--- src/rtl/pattern_seq_pkg.sv ---
`default_nettype none
// ============================================================================
//  Module      : pattern_seq_pkg
//  Description : Shared definitions for the pattern sequencer. Holds the
//                sequencing mode codes, the FSM state encoding and the
//                default table pattern loaded at reset.
//  Revision    : 1.0 - initial release
// ============================================================================
package pattern_seq_pkg;

    // Sequencing modes; the reserved code behaves like wrap.
    localparam logic [1:0] c_MODE_WRAP     = 2'b00;
    localparam logic [1:0] c_MODE_ONESHOT  = 2'b01;
    localparam logic [1:0] c_MODE_PINGPONG = 2'b10;
    localparam logic [1:0] c_MODE_RSVD     = 2'b11;

    typedef enum logic [1:0] {
        ST_IDLE = 2'd0,
        ST_RUN  = 2'd1,
        ST_DONE = 2'd2
    } state_t;

    localparam int c_PATTERN_LEN = 7;
    localparam logic [7:0] c_DEFAULT_PATTERN [c_PATTERN_LEN] = '{
        8'hAF, 8'hBC, 8'hE2, 8'h78, 8'hFF, 8'h0B, 8'h8D
    };

    // Reset value of table entry idx; entries beyond the pattern are zero.
    function automatic logic [7:0] default_entry(input int idx);
        logic [7:0] v;
        v = 8'h00;
        for (int k = 0; k < c_PATTERN_LEN; k++) begin
            if (k == idx) begin
                v = c_DEFAULT_PATTERN[k];
            end
        end
        return v;
    endfunction

endpackage
`default_nettype wire

--- src/rtl/pattern_table.sv ---
`default_nettype none
// ============================================================================
//  Module      : pattern_table
//  Description : DEPTH x DATA_W register file. Reset loads the default
//                pattern; one synchronous write port, one combinational
//                read port (reads return the pre-write contents).
//  Ports       : clk, reset_n      - clock, synchronous active-low reset
//                i_wr_en/addr/data - write port (out-of-range addr ignored)
//                i_rd_addr         - read address
//                o_rd_data         - read data (current stored value)
//  Revision    : 1.0 - initial release
// ============================================================================
module pattern_table
    import pattern_seq_pkg::*;
#(
    parameter int DATA_W = 8,
    parameter int DEPTH  = 7,
    parameter int AW     = $clog2(DEPTH)
) (
    input  logic              clk,
    input  logic              reset_n,
    input  logic              i_wr_en,
    input  logic [AW-1:0]     i_wr_addr,
    input  logic [DATA_W-1:0] i_wr_data,
    input  logic [AW-1:0]     i_rd_addr,
    output logic [DATA_W-1:0] o_rd_data
);

    logic [DATA_W-1:0] r_mem_q [DEPTH];
    logic [DATA_W-1:0] w_mem_d [DEPTH];

    // Address decode only matches existing entries, so writes to
    // addresses >= DEPTH fall through without effect.
    always_comb begin
        w_mem_d = r_mem_q;
        if (i_wr_en) begin
            for (int i = 0; i < DEPTH; i++) begin
                if (i_wr_addr == AW'(i)) begin
                    w_mem_d[i] = i_wr_data;
                end
            end
        end
    end

    always_ff @(posedge clk) begin
        if (!reset_n) begin
            for (int i = 0; i < DEPTH; i++) begin
                r_mem_q[i] <= DATA_W'(default_entry(i));
            end
        end else begin
            r_mem_q <= w_mem_d;
        end
    end

    always_comb begin
        o_rd_data = '0;
        for (int i = 0; i < DEPTH; i++) begin
            if (i_rd_addr == AW'(i)) begin
                o_rd_data = r_mem_q[i];
            end
        end
    end

endmodule
`default_nettype wire

--- src/rtl/pattern_sequencer.sv ---
`default_nettype none
// ============================================================================
//  Module      : pattern_sequencer
//  Description : Plays words out of a writable pattern table in wrap,
//                one-shot or ping-pong order with a valid/ready handshake.
//  Ports       : clk, reset_n            - clock, synchronous active-low reset
//                enable                  - advance qualifier
//                start / stop            - begin / abort a run
//                mode, cfg_last          - order and last index (latched)
//                wr_en, wr_addr, wr_data - table write port
//                data, out_valid         - registered word and its valid
//                out_ready               - consumer accept
//                busy, done              - run active / one-shot finished
//  Revision    : 1.0 - initial release
// ============================================================================
module pattern_sequencer
    import pattern_seq_pkg::*;
#(
    parameter int DATA_W = 8,
    parameter int DEPTH  = 7,
    parameter int AW     = $clog2(DEPTH)
) (
    input  logic              clk,
    input  logic              reset_n,
    input  logic              enable,
    input  logic              start,
    input  logic              stop,
    input  logic [1:0]        mode,
    input  logic [AW-1:0]     cfg_last,
    input  logic              wr_en,
    input  logic [AW-1:0]     wr_addr,
    input  logic [DATA_W-1:0] wr_data,
    output logic [DATA_W-1:0] data,
    output logic              out_valid,
    input  logic              out_ready,
    output logic              busy,
    output logic              done
);

    localparam logic [AW-1:0] c_MAX_IDX = AW'(DEPTH - 1);

    state_t            r_state_q,    w_state_d;
    logic [AW-1:0]     r_index_q,    w_index_d;
    logic              r_dir_down_q, w_dir_down_d;
    logic [1:0]        r_mode_q,     w_mode_d;
    logic [AW-1:0]     r_last_q,     w_last_d;
    logic [DATA_W-1:0] r_data_q,     w_data_d;
    logic              w_load;
    logic              w_xfer;
    logic [DATA_W-1:0] w_rd_data;

    // The table is read at the next index so the word lands in the output
    // register on the same edge as the index update.
    pattern_table #(
        .DATA_W (DATA_W),
        .DEPTH  (DEPTH),
        .AW     (AW)
    ) u_table (
        .clk       (clk),
        .reset_n   (reset_n),
        .i_wr_en   (wr_en),
        .i_wr_addr (wr_addr),
        .i_wr_data (wr_data),
        .i_rd_addr (w_index_d),
        .o_rd_data (w_rd_data)
    );

    assign w_xfer = (r_state_q == ST_RUN) && enable && out_ready;

    always_comb begin
        w_state_d    = r_state_q;
        w_index_d    = r_index_q;
        w_dir_down_d = r_dir_down_q;
        w_mode_d     = r_mode_q;
        w_last_d     = r_last_q;
        w_load       = 1'b0;
        case (r_state_q)
            ST_IDLE: begin
                if (start) begin
                    w_state_d    = ST_RUN;
                    w_mode_d     = mode;
                    w_last_d     = (cfg_last > c_MAX_IDX) ? c_MAX_IDX : cfg_last;
                    w_index_d    = '0;
                    w_dir_down_d = 1'b0;
                    w_load       = 1'b1;
                end
            end
            ST_RUN: begin
                // stop wins over a transfer in the same cycle
                if (stop) begin
                    w_state_d = ST_IDLE;
                end else if (w_xfer) begin
                    case (r_mode_q)
                        c_MODE_ONESHOT: begin
                            if (r_index_q == r_last_q) begin
                                w_state_d = ST_DONE;
                            end else begin
                                w_index_d = r_index_q + AW'(1);
                                w_load    = 1'b1;
                            end
                        end
                        c_MODE_PINGPONG: begin
                            w_load = 1'b1;
                            if (r_last_q == '0) begin
                                w_index_d = '0;
                            end else if (!r_dir_down_q) begin
                                if (r_index_q == r_last_q) begin
                                    w_dir_down_d = 1'b1;
                                    w_index_d    = r_index_q - AW'(1);
                                end else begin
                                    w_index_d = r_index_q + AW'(1);
                                end
                            end else begin
                                if (r_index_q == '0) begin
                                    w_dir_down_d = 1'b0;
                                    w_index_d    = AW'(1);
                                end else begin
                                    w_index_d = r_index_q - AW'(1);
                                end
                            end
                        end
                        c_MODE_WRAP, c_MODE_RSVD: begin
                            w_load    = 1'b1;
                            w_index_d = (r_index_q == r_last_q) ? '0 : r_index_q + AW'(1);
                        end
                        default: begin
                            w_load    = 1'b1;
                            w_index_d = (r_index_q == r_last_q) ? '0 : r_index_q + AW'(1);
                        end
                    endcase
                end
            end
            ST_DONE: begin
                w_state_d = ST_IDLE;
            end
            default: begin
                w_state_d = ST_IDLE;
            end
        endcase
    end

    assign w_data_d = w_load ? w_rd_data : r_data_q;

    always_ff @(posedge clk) begin
        if (!reset_n) begin
            r_state_q    <= ST_IDLE;
            r_index_q    <= '0;
            r_dir_down_q <= 1'b0;
            r_mode_q     <= c_MODE_WRAP;
            r_last_q     <= '0;
            r_data_q     <= '0;
        end else begin
            r_state_q    <= w_state_d;
            r_index_q    <= w_index_d;
            r_dir_down_q <= w_dir_down_d;
            r_mode_q     <= w_mode_d;
            r_last_q     <= w_last_d;
            r_data_q     <= w_data_d;
        end
    end

    assign data      = r_data_q;
    assign out_valid = (r_state_q == ST_RUN) && enable;
    assign busy      = (r_state_q == ST_RUN);
    assign done      = (r_state_q == ST_DONE);

endmodule
`default_nettype wire

--- config.mk ---
export PLATFORM = sky130hd
export DESIGN_NAME = pattern_sequencer
export DESIGN_NICKNAME = d
export VERILOG_FILES = /design/src/rtl/pattern_seq_pkg.sv /design/src/rtl/pattern_table.sv /design/src/rtl/pattern_sequencer.sv
export SDC_FILE = /design/constraint.sdc
export NUM_CORES = 1
export LEC_CHECK = 0
export BUFFER_PORTS_ARGS = -buffer_cell sky130_fd_sc_hd__buf_2
export CORE_UTILIZATION = 55
export CTS_CLUSTER_SIZE = 24
export DETAILED_ROUTE_END_ITERATION = 12
export PLACE_DENSITY = 0.75
export SLEW_MARGIN = 25
export SYNTH_ARGS = -nofsm -noshare
export SYNTH_HDL_FRONTEND = slang
export SYNTH_SLANG_ARGS = --single-unit
--- constraint.sdc ---
create_clock -name clk -period 5.4 [get_ports clk]
set_clock_uncertainty 0.1 [all_clocks]
set_input_delay 0.54 -clock clk [delete_from_list [all_inputs] [get_ports clk]]
set_output_delay 0.54 -clock clk [all_outputs]
set_load 0.02 [all_outputs]
==> metrics.txt, run 1 <==
period utilization 62.1%; footprint of the multi-input gates 2010 um2; FFs w/ async S/R, synth 0%; grt ovf 0; nature of the critical path startpoint flop; Reg area 1500 um2; Post-DP Area 3870 um2; first-pass GRT wire length 15,900 um; Port Buf Inserts 33; worst skew pair latency between 0.3 and 0.4 ns; row cnt 29; critical path depth 10; post-placement cell count about 570; worst slew pin tran 0.916 ns; max incr delay on CP 0.73 ns; Routed Wire Length approximately 9600 um; number of synthesized flops with an enable pin 0; worst flop-to-flop path endpoint data[6]; detailed-route via count about 3,500; setup ws final 2.05 ns; status finished with violations; Synth cell types 49; Final Max Slew Viols 0; Worst slew margin 38.6%; # hold bufs at CTS 0; gpl congestion around 0.93; CP startpoint r_index_q[0]; Synth warnings 0; critical path class flop to flop; dpl ws 2.10 ns; Initial Util 57.8%; CP most frequent cell ha_1; via/cell ratio 5.98; synth-to-layout area growth 11.3%; R2R depth 10; nets 533; worst path arrival time 3.54 ns; share of layout cells above drive strength 1 11.4%; Post-Syn Instances 482; CP delay by family, top compound AO/OA/AOI/OAI gates; Crit. End Element flop; # DRC 2; Max VDD drop 0.179 mV; Power per Cell Area 307 nW/um2; largest net degree at the start of global routing 47; WP data required ~5.6 ns; wire per inst 16.5 um; first drt pass iteration count 11; Syn Area/Cell 7.70 um2; PostCTS Resize Cnt 0; Total GRT Usage 28.7%; Core Region 6420 um2; Filler cells 589; post-synthesis instance area 3710 um2; TNS Setup 0 ns; syn_nets 513; failing checks DRC; worst-path cell chain inv_1, ha_1, ha_1, nor2_1, and4_1, o311a_1, or3_1, o22a_1, o32a_1, o21ai_2; P_leak ~1.7 nW; hold path depth 3; Final Instance Area 4130 um2; final std cells w/o fill 584; Hold Crit Class input pin to flop; initial antenna violation count 0; worst-path fanout max 27; Final Hold Viols 0; Chip Height 84.2 um; Synth Register Bits 75; Die Area between 7000 and 8000 um2; Final Critical Period 3.35 ns; worst reg2reg setup slack 2.05 ns; post-synthesis sequential area ratio roughly two fifths; die width 84.2 um; RSZ-0062 raised after global routing no; highest clock rate 298 MHz; CTS Buffer Depth 2; RR Startpoint r_index_q[0]; clk sinks 75; IO Pins 34; hpwl dp 6620 um; register clock-pin slew on the reported worst setup and hold paths 0.08 ns; vias in the first global route approximately 3,300; Synth Flop Type dfxtp_1; max_cap viols 0; Final ANT Viol Nets 0; total setup buffers inserted after CTS 0; Worst Setup EP data[6]; hold path start mode[1]; Root Driver clkbuf_8; n_diodes 0; slowest CP cell or3_1; CTS tree done; DR iter-0 viols 265; H-tree depth 3; Worst Path Buf+Inv 1; Setup Viol. Count Final 0; TritonCTS buffer count 9
==> routing by layer <==
layer | vias up | global-route usage (%) | share of wire [%] | wire (um)
met1 | 1644 | 37.2 | 45 | 4300
met5 | - | 0 | 0 | 0
met3 | 20 | 5.51 | 5.6 | 536
met2 | 115 | 46.7 | 47 | 4580
li1 | 1713 | - | - | -
met4 | 0 | 13.0 | 2.4 | 228
==> area by class of cell <==
type | instances | area share [%]
clock buffer | 11 | 3.18
clock inverter | 5 | 3.03
inverter | 22 | 2.00
multi-input combinational | 359 | 48.7
sequential | 75 | 36.4
tap | 77 | 2.33
timing repair buffer | 35 | 4.36
==> cell families (layout without fill, tap and decap cells) <==
family / count (synthesis) / in the layout / share of synthesized area (%)
AO/OA/AOI/OAI: 103 / 103 / 17.4
XOR/XNOR: 7 / 7 / 1.85
adder cells (fa/ha/maj): 8 / 8 / 2.70
buffers and inverters: 48 / 73 / 5.59
flip-flops: 75 / 75 / 40.4
multiplexers: 22 / 22 / 5.97
AND/OR/NAND/NOR: 219 / 219 / 26.0
==> how the worst min path moves through the flow <==
stage                          endpoint  slack [ns]
finish                      r_mode_q[1]        0.33
global route                r_mode_q[1]        0.32
CTS                         r_mode_q[1]        0.32
detailed placement  u_table.r_mem_q[32]        0.35
global placement    u_table.r_mem_q[25]        0.34
floorplan           u_table.r_mem_q[18]        0.33
==> state kept, by name, indices dropped and copies added (netlist names) <==
register / cells
r_mode_q: 2
r_last_q: 3
r_dir_down_q: 1
r_index_q: 3
r_state_q: 2
u_table.r_mem_q: 56
data: 8
==> power breakdown <==
group	total, mW	switching (mW)	leakage, nW	internal (mW)
Sequential	0.588	0.0143	0.612	0.573
Clock	0.557	0.204	0.128	0.353
Combinational	0.122	0.0809	1.00	0.0410
Total	1.27	0.299	1.74	0.968
==> cell usage after synthesis, types with 2 or more instances <==
cell type  instances  area share, %
o211ai_1           8            1.6
o31ai_1            5            1.0
nor2b_1            6            1.0
o21ai_0           14            1.9
clkbuf_1          16            1.6
mux2i_1           21            5.7
dfxtp_1           75             40
xnor2_1            3           0.71
and3_1             4           0.67
a21oi_1           36            4.9
buf_2              7           0.94
o21a_1             2           0.40
a31oi_1           10            1.7
nor2_1            14            1.4
buf_6              2           0.61
nand2_1          131             13
nand4_1            6            1.0
inv_1             22            2.2
nor3_1             9            1.2
xor2_1             3           0.71
nand3_1           35            4.7
ha_1               8            2.7
nor4_1             2           0.34
o31a_1             3           0.71
o32ai_1            2           0.47
o22ai_1           10            1.7
o21ai_1            2           0.27
nand2b_1           5           0.84
==> worst register-to-register path, delay by kind of cell (launching register included) <==
kind	cells	cell delay, ns
flip-flops	1	0.50
adder cells (fa/ha/maj)	2	0.55
AO/OA/AOI/OAI	4	1.04
buffers and inverters	1	0.12
AND/OR/NAND/NOR	3	0.98
==> cell usage in the layout, fill, tap and decap left out, types with 9 or more instances in the layout <==
| master | count |
|---|---|
| inv_1 | 21 |
| a31oi_1 | 10 |
| buf_2 | 33 |
| nand2_1 | 131 |
| dfxtp_1 | 75 |
| clkbuf_8 | 9 |
| nor2_1 | 14 |
| o22ai_1 | 10 |
| nand3_1 | 35 |
| mux2i_1 | 21 |
| o21ai_0 | 14 |
| a21oi_1 | 36 |
==> per-stage QoR <==
step,power [mW],util [%],hold WS (ns)
global placement,0.717,60.2,0.342
floorplan,0.676,-,0.332
detailed placement,0.720,60.2,0.349
CTS,1.27,64.2,0.322
global route,1.31,64.3,0.324
finish,1.27,64.3,0.331
Power figures use the tool's default switching activity.
==> inputs of run 2 (changes only) <==
CORE_UTILIZATION = 53   (was 55)
clock period = 2.9 ns   (was 5.4 ns; I/O delays follow)
==> run 2 against run 1 <==
Net effect:
- the run now ends clean
- cell area increased by 3.8%
- sequential power increased by 85%
- global-route usage increased by 0.36 points
- non-clock buffer count increased by 17
- worst setup slack got worse by 1.9 ns
- largest power group unchanged
- count of clock-buffer cells in the layout decreased by 2
- critical path type unchanged
- hold slack got worse by 0.25 ns
- register-to-register slack got worse by 1.9 ns
- total power increased by 81%
- die area increased by 3.7%
==> metrics.txt, run 2 (synthesis results as in run 1) <==
initial antenna violation count 0 (unchanged); Final Critical Period 2.80 ns (was 3.35 ns); worst reg2reg setup slack 0.10 ns (was 2.05 ns); RSZ-0062 raised after global routing no (unchanged); setup ws final 0.104 ns (was 2.05 ns); Final Instance Area 4290 um2 (was 4130 um2); Routed Wire Length 10,300 um (was 9650 um); register clock-pin slew on the reported worst setup and hold paths 0.08 ns (about the same); Final ANT Viol Nets 0 (unchanged); detailed-route via count 3,689 (was 3,492); RR Startpoint r_index_q[1] (was r_index_q[0]); Worst slew margin 34.9% (was 38.6%); grt ovf 0 (unchanged); max incr delay on CP 0.41 ns (was 0.73 ns); R2R depth 11 (was 10); total setup buffers inserted after CTS 0 (unchanged); CP most frequent cell ha_1 (unchanged); critical path depth 11 (was 10); Filler cells 604 (was 589); Total GRT Usage 29.1% (was 28.7%); most common cell after layout, fill and taps aside nand2_1 (unchanged); worst-path fanout max 8 (was 27); via/cell ratio 5.97 (was 5.98); first-pass GRT wire length 16,700 um (was 15,900 um); TNS Setup 0 ns (unchanged); Die Area 7340 um2 (was 7080 um2); Worst Setup EP data[6] (unchanged); H-tree depth 3 (unchanged); Psw 0.573 mW (was 0.299 mW); vias in the first global route 3,488 (was 3,277); Design Power 2.29 mW (was 1.27 mW); period utilization 96.4% (was 62.1%); dpl ws 0.0509 ns (was 2.10 ns); Logic pwr share 10.8% (was 9.6%); Final Hold Viols 0 (unchanged); nature of the critical path startpoint flop (unchanged); max FFs per register 56 (unchanged); Initial Util 54.6% (was 57.8%); max_cap viols 0 (unchanged); gpl congestion 0.978 (was 0.925); worst-path cell chain inv_1, ha_1, ha_1, nor2_1, and4_1, o311a_1, or3_4, buf_4, mux2i_1, mux2_2, o21ai_2 (was inv_1, ha_1, ha_1, nor2_1, and4_1, o311a_1, or3_1, o22a_1, o32a_1, o21ai_2); Port Buf Inserts 33 (unchanged); TritonCTS buffer count 9 (unchanged); status finished clean (was finished with violations); clk sinks 75 (unchanged); n_diodes 0 (unchanged); share of layout cells above drive strength 1 14.9% (was 11.4%); Max VDD drop 0.271 mV (was 0.179 mV); most frequent cells in the layout 131 x nand2_1, 74 x dfxtp_1, 36 x a21oi_1, 35 x nand3_1, 33 x buf_2 (was 131 x nand2_1, 75 x dfxtp_1, 36 x a21oi_1, 35 x nand3_1, 33 x buf_2); Setup Viol. Count Final 0 (unchanged); Reg power frac 47.7% (was 46.4%); Hold Crit Class input pin to flop (unchanged); worst path arrival time 2.99 ns (was 3.54 ns); Power per Cell Area 534 nW/um2 (was 307 nW/um2); worst flop-to-flop path endpoint data[6] (unchanged); CP startpoint r_index_q[1] (was r_index_q[0]); Final Max Slew Viols 0 (unchanged); hpwl dp 7210 um (was 6620 um); CTS Buffer Depth 2 (unchanged); Root Driver clkbuf_8 (unchanged); CTS tree done (unchanged); clock network power share 41.5% (was 44.0%); first drt pass iteration count 5 (was 11); synth-to-layout area growth 15.5% (was 11.3%); Core Region 6790 um2 (was 6420 um2); slowest CP cell or3_4 (was or3_1); Worst Path Buf+Inv 2 (was 1); IO Pins 34 (unchanged); WP data required 3.09 ns (was 5.59 ns); Pint 1.72 mW (was 0.968 mW); nets 550 (was 533); die width 85.7 um (was 84.2 um); critical path class flop to flop (unchanged); highest clock rate 358 MHz (was 298 MHz); final hold slack 0.0770 ns (was 0.331 ns); Crit. End Element flop (unchanged); P_leak 1.83 nW (was 1.74 nW); row cnt 30 (was 29); Post-DP Area 4030 um2 (was 3870 um2); DR iter-0 viols 303 (was 265); wire per inst 16.7 um (was 16.5 um); largest net degree at the start of global routing 33 (was 47); worst skew pair latency 0.35 ns (about the same); Chip Height 85.7 um (was 84.2 um); CP delay by family, top simple AND/OR/NAND/NOR gates (was compound AO/OA/AOI/OAI gates); worst slew pin tran 0.969 ns (was 0.916 ns); most flop-heavy register u_table.r_mem_q (unchanged); sw frac 25.0% (was 23.6%); # DRC 0 (was 2)
-- run 2: power groups by stage --
| stage | Combinational (mW) | Sequential, mW | Clock (mW) |
|---|---|---|---|
| 2_1_floorplan | 0.138 | 1.12 | 0 |
| 3_3_place_gp | 0.235 | 1.12 | 0 |
| 3_5_place_dp | 0.240 | 1.12 | 0 |
| 4_1_cts | 0.241 | 1.09 | 0.947 |
| 5_1_grt | 0.270 | 1.10 | 0.988 |
| 6_report | 0.247 | 1.09 | 0.950 |
-- run 2: what timing repair did --
item / CTS / global route
hold buffers: 0 / 0
endpoints found under the hold margin: 0 / 0
resized for setup: 0 / 6
setup endpoints to repair: 0 / 8
-- run 2: through the flow --
step / std cells / util [%]
after global routing: 618 / 63.1
after floorplan: 482 / -
after global placement: 604 / 59.3
final: 618 / 63.1
after detailed placement: 604 / 59.3
after CTS: 618 / 62.6
-- run 2: metal layers --
metal	track usage [%]	up-vias	part of all wire [%]
met5	0	-	0
met3	4.23	31	7.7
li1	-	1736	-
met4	15.9	0	2.4
met1	39.1	1738	43
met2	45.2	184	47
-- run 2: worst min-delay path by stage --
stage                        start                   to  slack (ns)  cells past startpoint
6_report                   mode[0]          r_mode_q[0]        0.08                      3
5_1_grt                    mode[0]          r_mode_q[0]        0.08                      3
4_1_cts                    mode[0]          r_mode_q[0]        0.07                      3
3_5_place_dp   u_table.r_mem_q[54]  u_table.r_mem_q[54]        0.35                      2
3_3_place_gp   u_table.r_mem_q[54]  u_table.r_mem_q[54]        0.34                      2
2_1_floorplan                 stop         r_state_q[1]        0.27                      1
-- run 2: area by class of cell --
type | instances | area (um2) | area share [%]
Clock buffer | 9 | 124 | 2.89
Sequential cell | 75 | 1500 | 35.0
Tap cell | 96 | 120 | 2.80
Multi-Input combinational cell | 359 | 2030 | 47.4
Timing Repair Buffer | 52 | 320 | 7.47
Inverter | 22 | 82.6 | 1.93
Clock inverter | 5 | 104 | 2.42
-- run 2: tightest hold or removal path, cell delays in order --
cell and delay (ns):
buf_2 0.09, nand2_1 0.04, a21oi_1 0.05
==> inputs of run 3 (changes only) <==
ABC_AREA = 1   (was not set)
PLACE_DENSITY = 0.71   (was 0.75)
==> run 3 against run 2 <==
Net effect:
- the run now ends with DRC left
- global-route usage fell by 1.0 points
- critical path type unchanged
- critical path depth rose by 4
- synthesized cell count rose by 7.3%
- core utilization rose by 0.61 points
- largest power group unchanged
- hold slack got worse by 0.062 ns
- register-to-register slack improved by 0.17 ns
- non-clock buffer count fell by 14
- largest cell class unchanged
- final cell count rose by 3.4%
- flip-flop and latch count did not move
- critical endpoint is now data[3]
- count of clock-buffer cells in the layout rose by 1
- area after synthesis fell by 3.4%
- sequential share of layout area rose by 1.6 points
==> metrics.txt, run 3 <==
status finished with violations (was finished clean); failing checks DRC; footprint of the multi-input gates 1840 um2 (was 2030 um2); worst skew pair latency 0.36 ns (was 0.35 ns); TNS Setup 0 ns (unchanged); Power per Cell Area 575 nW/um2 (was 534 nW/um2); total setup buffers inserted after CTS 0 (unchanged); # hold bufs at CTS 0 (unchanged); n_diodes 0 (unchanged); PostCTS Resize Cnt 0 (unchanged); max FFs per register 56 (unchanged); post-synthesis instance area 3590 um2 (was 3710 um2); RSZ-0062 raised after global routing no (unchanged); wire per inst 14.6 um (was 16.7 um); Final Max Slew Viols 0 (unchanged); critical path class flop to flop (unchanged); synth-to-layout area growth 14.1% (was 15.5%); via/cell ratio 5.34 (was 5.97); grt ovf 0 (unchanged); Final Hold Viols 0 (unchanged); gpl congestion 0.979 (was 0.978); Synth top area share 41.9% (was 40.4%); Initial Util 55.8% (was 54.6%); slowest CP cell dfxtp_1 (was or3_4); Synth area leaders dfxtp_1 42%, nand2_1 16%, nor2_1 6.7% (was dfxtp_1 40%, nand2_1 13%, mux2i_1 5.7%); share of layout cells above drive strength 1 14.8% (was 14.9%); largest net degree at the start of global routing 50 (was 33); Routed Wire Length 9310 um (was 10,300 um); Design Power 2.35 mW (was 2.29 mW); period utilization 90.7% (was 96.4%); number of synthesized flops with an enable pin 0 (unchanged); Syn Area/Cell 6.94 um2 (was 7.70 um2); Setup Viol. Count Final 0 (unchanged); most common library cells after synthesis 157 x nand2_1, 75 x dfxtp_1, 64 x nor2_1 (was 131 x nand2_1, 75 x dfxtp_1, 36 x a21oi_1); Final ANT Viol Nets 0 (unchanged); IO Pins 34 (unchanged); hpwl dp 6680 um (was 7210 um); detailed-route via count 3,413 (was 3,689); row cnt 29 (was 30); Synth warnings 0 (unchanged); Root Driver clkbuf_8 (unchanged); WP data required 3.07 ns (was 3.09 ns); Hold Crit Class input pin to flop (unchanged); nets 588 (was 550); worst-path cell chain xnor2_2, nand3_4, ha_1, o211ai_1, nand2_1, nand2_1, inv_2, nand2_2, nor2_4, nand2_1, nand3_1, a21oi_1, nand4_1, nand2_1, inv_1 (was inv_1, ha_1, ha_1, nor2_1, and4_1, o311a_1, or3_4, buf_4, mux2i_1, mux2_2, o21ai_2); CP delay by family, top simple AND/OR/NAND/NOR gates (unchanged); Total GRT Usage 28.1% (was 29.1%); # DRC 6 (was 0); highest clock rate 380 MHz (was 358 MHz); Chip Height 84.3 um (was 85.7 um); Synth cell types 31 (was 49); H-tree depth 3 (unchanged); worst path arrival time 2.80 ns (was 2.99 ns); Post-Syn Instances 517 (was 482); Die Area 7100 um2 (was 7340 um2); FFs w/ async S/R, synth 0% (unchanged); Final Critical Period 2.63 ns (was 2.80 ns); Port Buf Inserts 33 (unchanged); Worst slew margin 43.7% (was 34.9%); nature of the critical path startpoint flop (unchanged); Core Region 6420 um2 (was 6790 um2); Synth Flop Type dfxtp_1 (unchanged); cell with the most instances after synthesis nand2_1 (unchanged); worst slew pin tran 0.844 ns (was 0.969 ns); register clock-pin slew on the reported worst setup and hold paths 0.09 ns (was 0.08 ns); CP most frequent cell nand2_1 (was ha_1); Max VDD drop 0.336 mV (was 0.271 mV); first-pass GRT wire length 15,500 um (was 16,700 um); Worst Path Buf+Inv 2 (unchanged); syn_nets 548 (was 513); post-synthesis sequential area ratio 41.9% (was 40.4%); most common cell after layout, fill and taps aside nand2_1 (unchanged); max_cap viols 0 (unchanged); Crit. End Element flop (unchanged); DR iter-0 viols 261 (was 303); Reg area 1500 um2 (about the same); worst-path fanout max 9 (was 8); P_leak 2.01 nW (was 1.83 nW); TritonCTS buffer count 9 (unchanged); most frequent cells in the layout 157 x nand2_1, 75 x dfxtp_1, 64 x nor2_1, 43 x inv_1, 43 x nand3_1 (was 131 x nand2_1, 74 x dfxtp_1, 36 x a21oi_1, 35 x nand3_1, 33 x buf_2); vias in the first global route 3,190 (was 3,488); Synth Register Bits 75 (unchanged); area leader, netlist dfxtp_1 (unchanged); first drt pass iteration count 9 (was 5); CTS tree done (unchanged); CTS Buffer Depth 2 (unchanged); initial antenna violation count 0 (unchanged); max incr delay on CP 0.51 ns (was 0.41 ns); most flop-heavy register u_table.r_mem_q (unchanged); clk sinks 75 (unchanged); die width 84.3 um (was 85.7 um); Filler cells 596 (was 604)
-- run 3: cell count changes in the layout (fill, tap and decap cells not counted), sizes merged, moves of 6 or more --
cell,change
a21oi,-6
a31oi,-9
buf,-14
inv,+28
mux2i,-21
nand2,+36
nand3,+11
nor2,+55
nor2b,-6
nor3,-6
o211ai,-6
o21ai,+21
o22ai,-10
-- run 3: path summary, 6_finish.rpt --
check	slack [ns]	endpoint	from	depth (start not counted)
worst max register to register	0.27	data[3]	r_index_q[2]	15
worst min-delay path	0.02	r_state_q[1]	stop	2
worst min register to register	0.36	u_table.r_mem_q[3]	u_table.r_mem_q[3]	2
worst max-delay path	0.27	data[3]	r_index_q[2]	15
-- run 3: report_power, final --
group | switching (mW) | internal, mW
combinational | 0.164 | 0.0805
sequential | 0.0279 | 1.07
clock | 0.410 | 0.597
-- run 3: cells by family (layout without fill, tap and decap cells) --
group,Yosys count,after routing,share of synthesized area [%]
flip-flops,75,75,41.9
buffers and inverters,61,106,6.73
XOR/XNOR,2,2,0.698
AO/OA/AOI/OAI,72,72,10.4
AND/OR/NAND/NOR,299,299,37.5
adder cells (fa/ha/maj),8,8,2.79
-- run 3: area by class of cell --
type	instances	share of cell area [%]
multi-input combinational	381	45.0
sequential	75	36.7
timing repair buffer	38	4.95
inverter	52	4.89
clock buffer	10	3.36
clock inverter	6	2.72
tap	77	2.35
-- run 3: stage by stage --
stage                     area, um2  instances  hold WS [ns]  worst slack (ns)  utilization (%)
after floorplan                3590        517         0.267             0.633                -
after global placement         3840        623         0.339             0.316             59.8
after detailed placement       3840        623         0.343             0.279             59.8
after CTS                      4090        639        0.0127             0.269             63.7
after global routing           4090        639        0.0210            0.0156             63.7
final                          4090        639        0.0154             0.270             63.7
-- run 3: worst reg2reg max path, delay by kind of cell (launching register included) --
family | cells | cell delay, ns
buf+inv | 2 | 0.12
simple gates | 9 | 0.95
flops | 1 | 0.51
compound gates | 2 | 0.36
fa+ha+maj | 1 | 0.31
xor+xnor | 1 | 0.20
-- run 3: layer usage --
| metal | track usage, % | vias up | share of wire [%] |
|---|---|---|---|
| li1 | - | 1743 | - |
| met1 | 34.9 | 1569 | 44 |
| met2 | 48.7 | 88 | 50 |
| met3 | 6.00 | 13 | 5.1 |
| met4 | 8.93 | 0 | 1.3 |
| met5 | 0 | - | 0 |
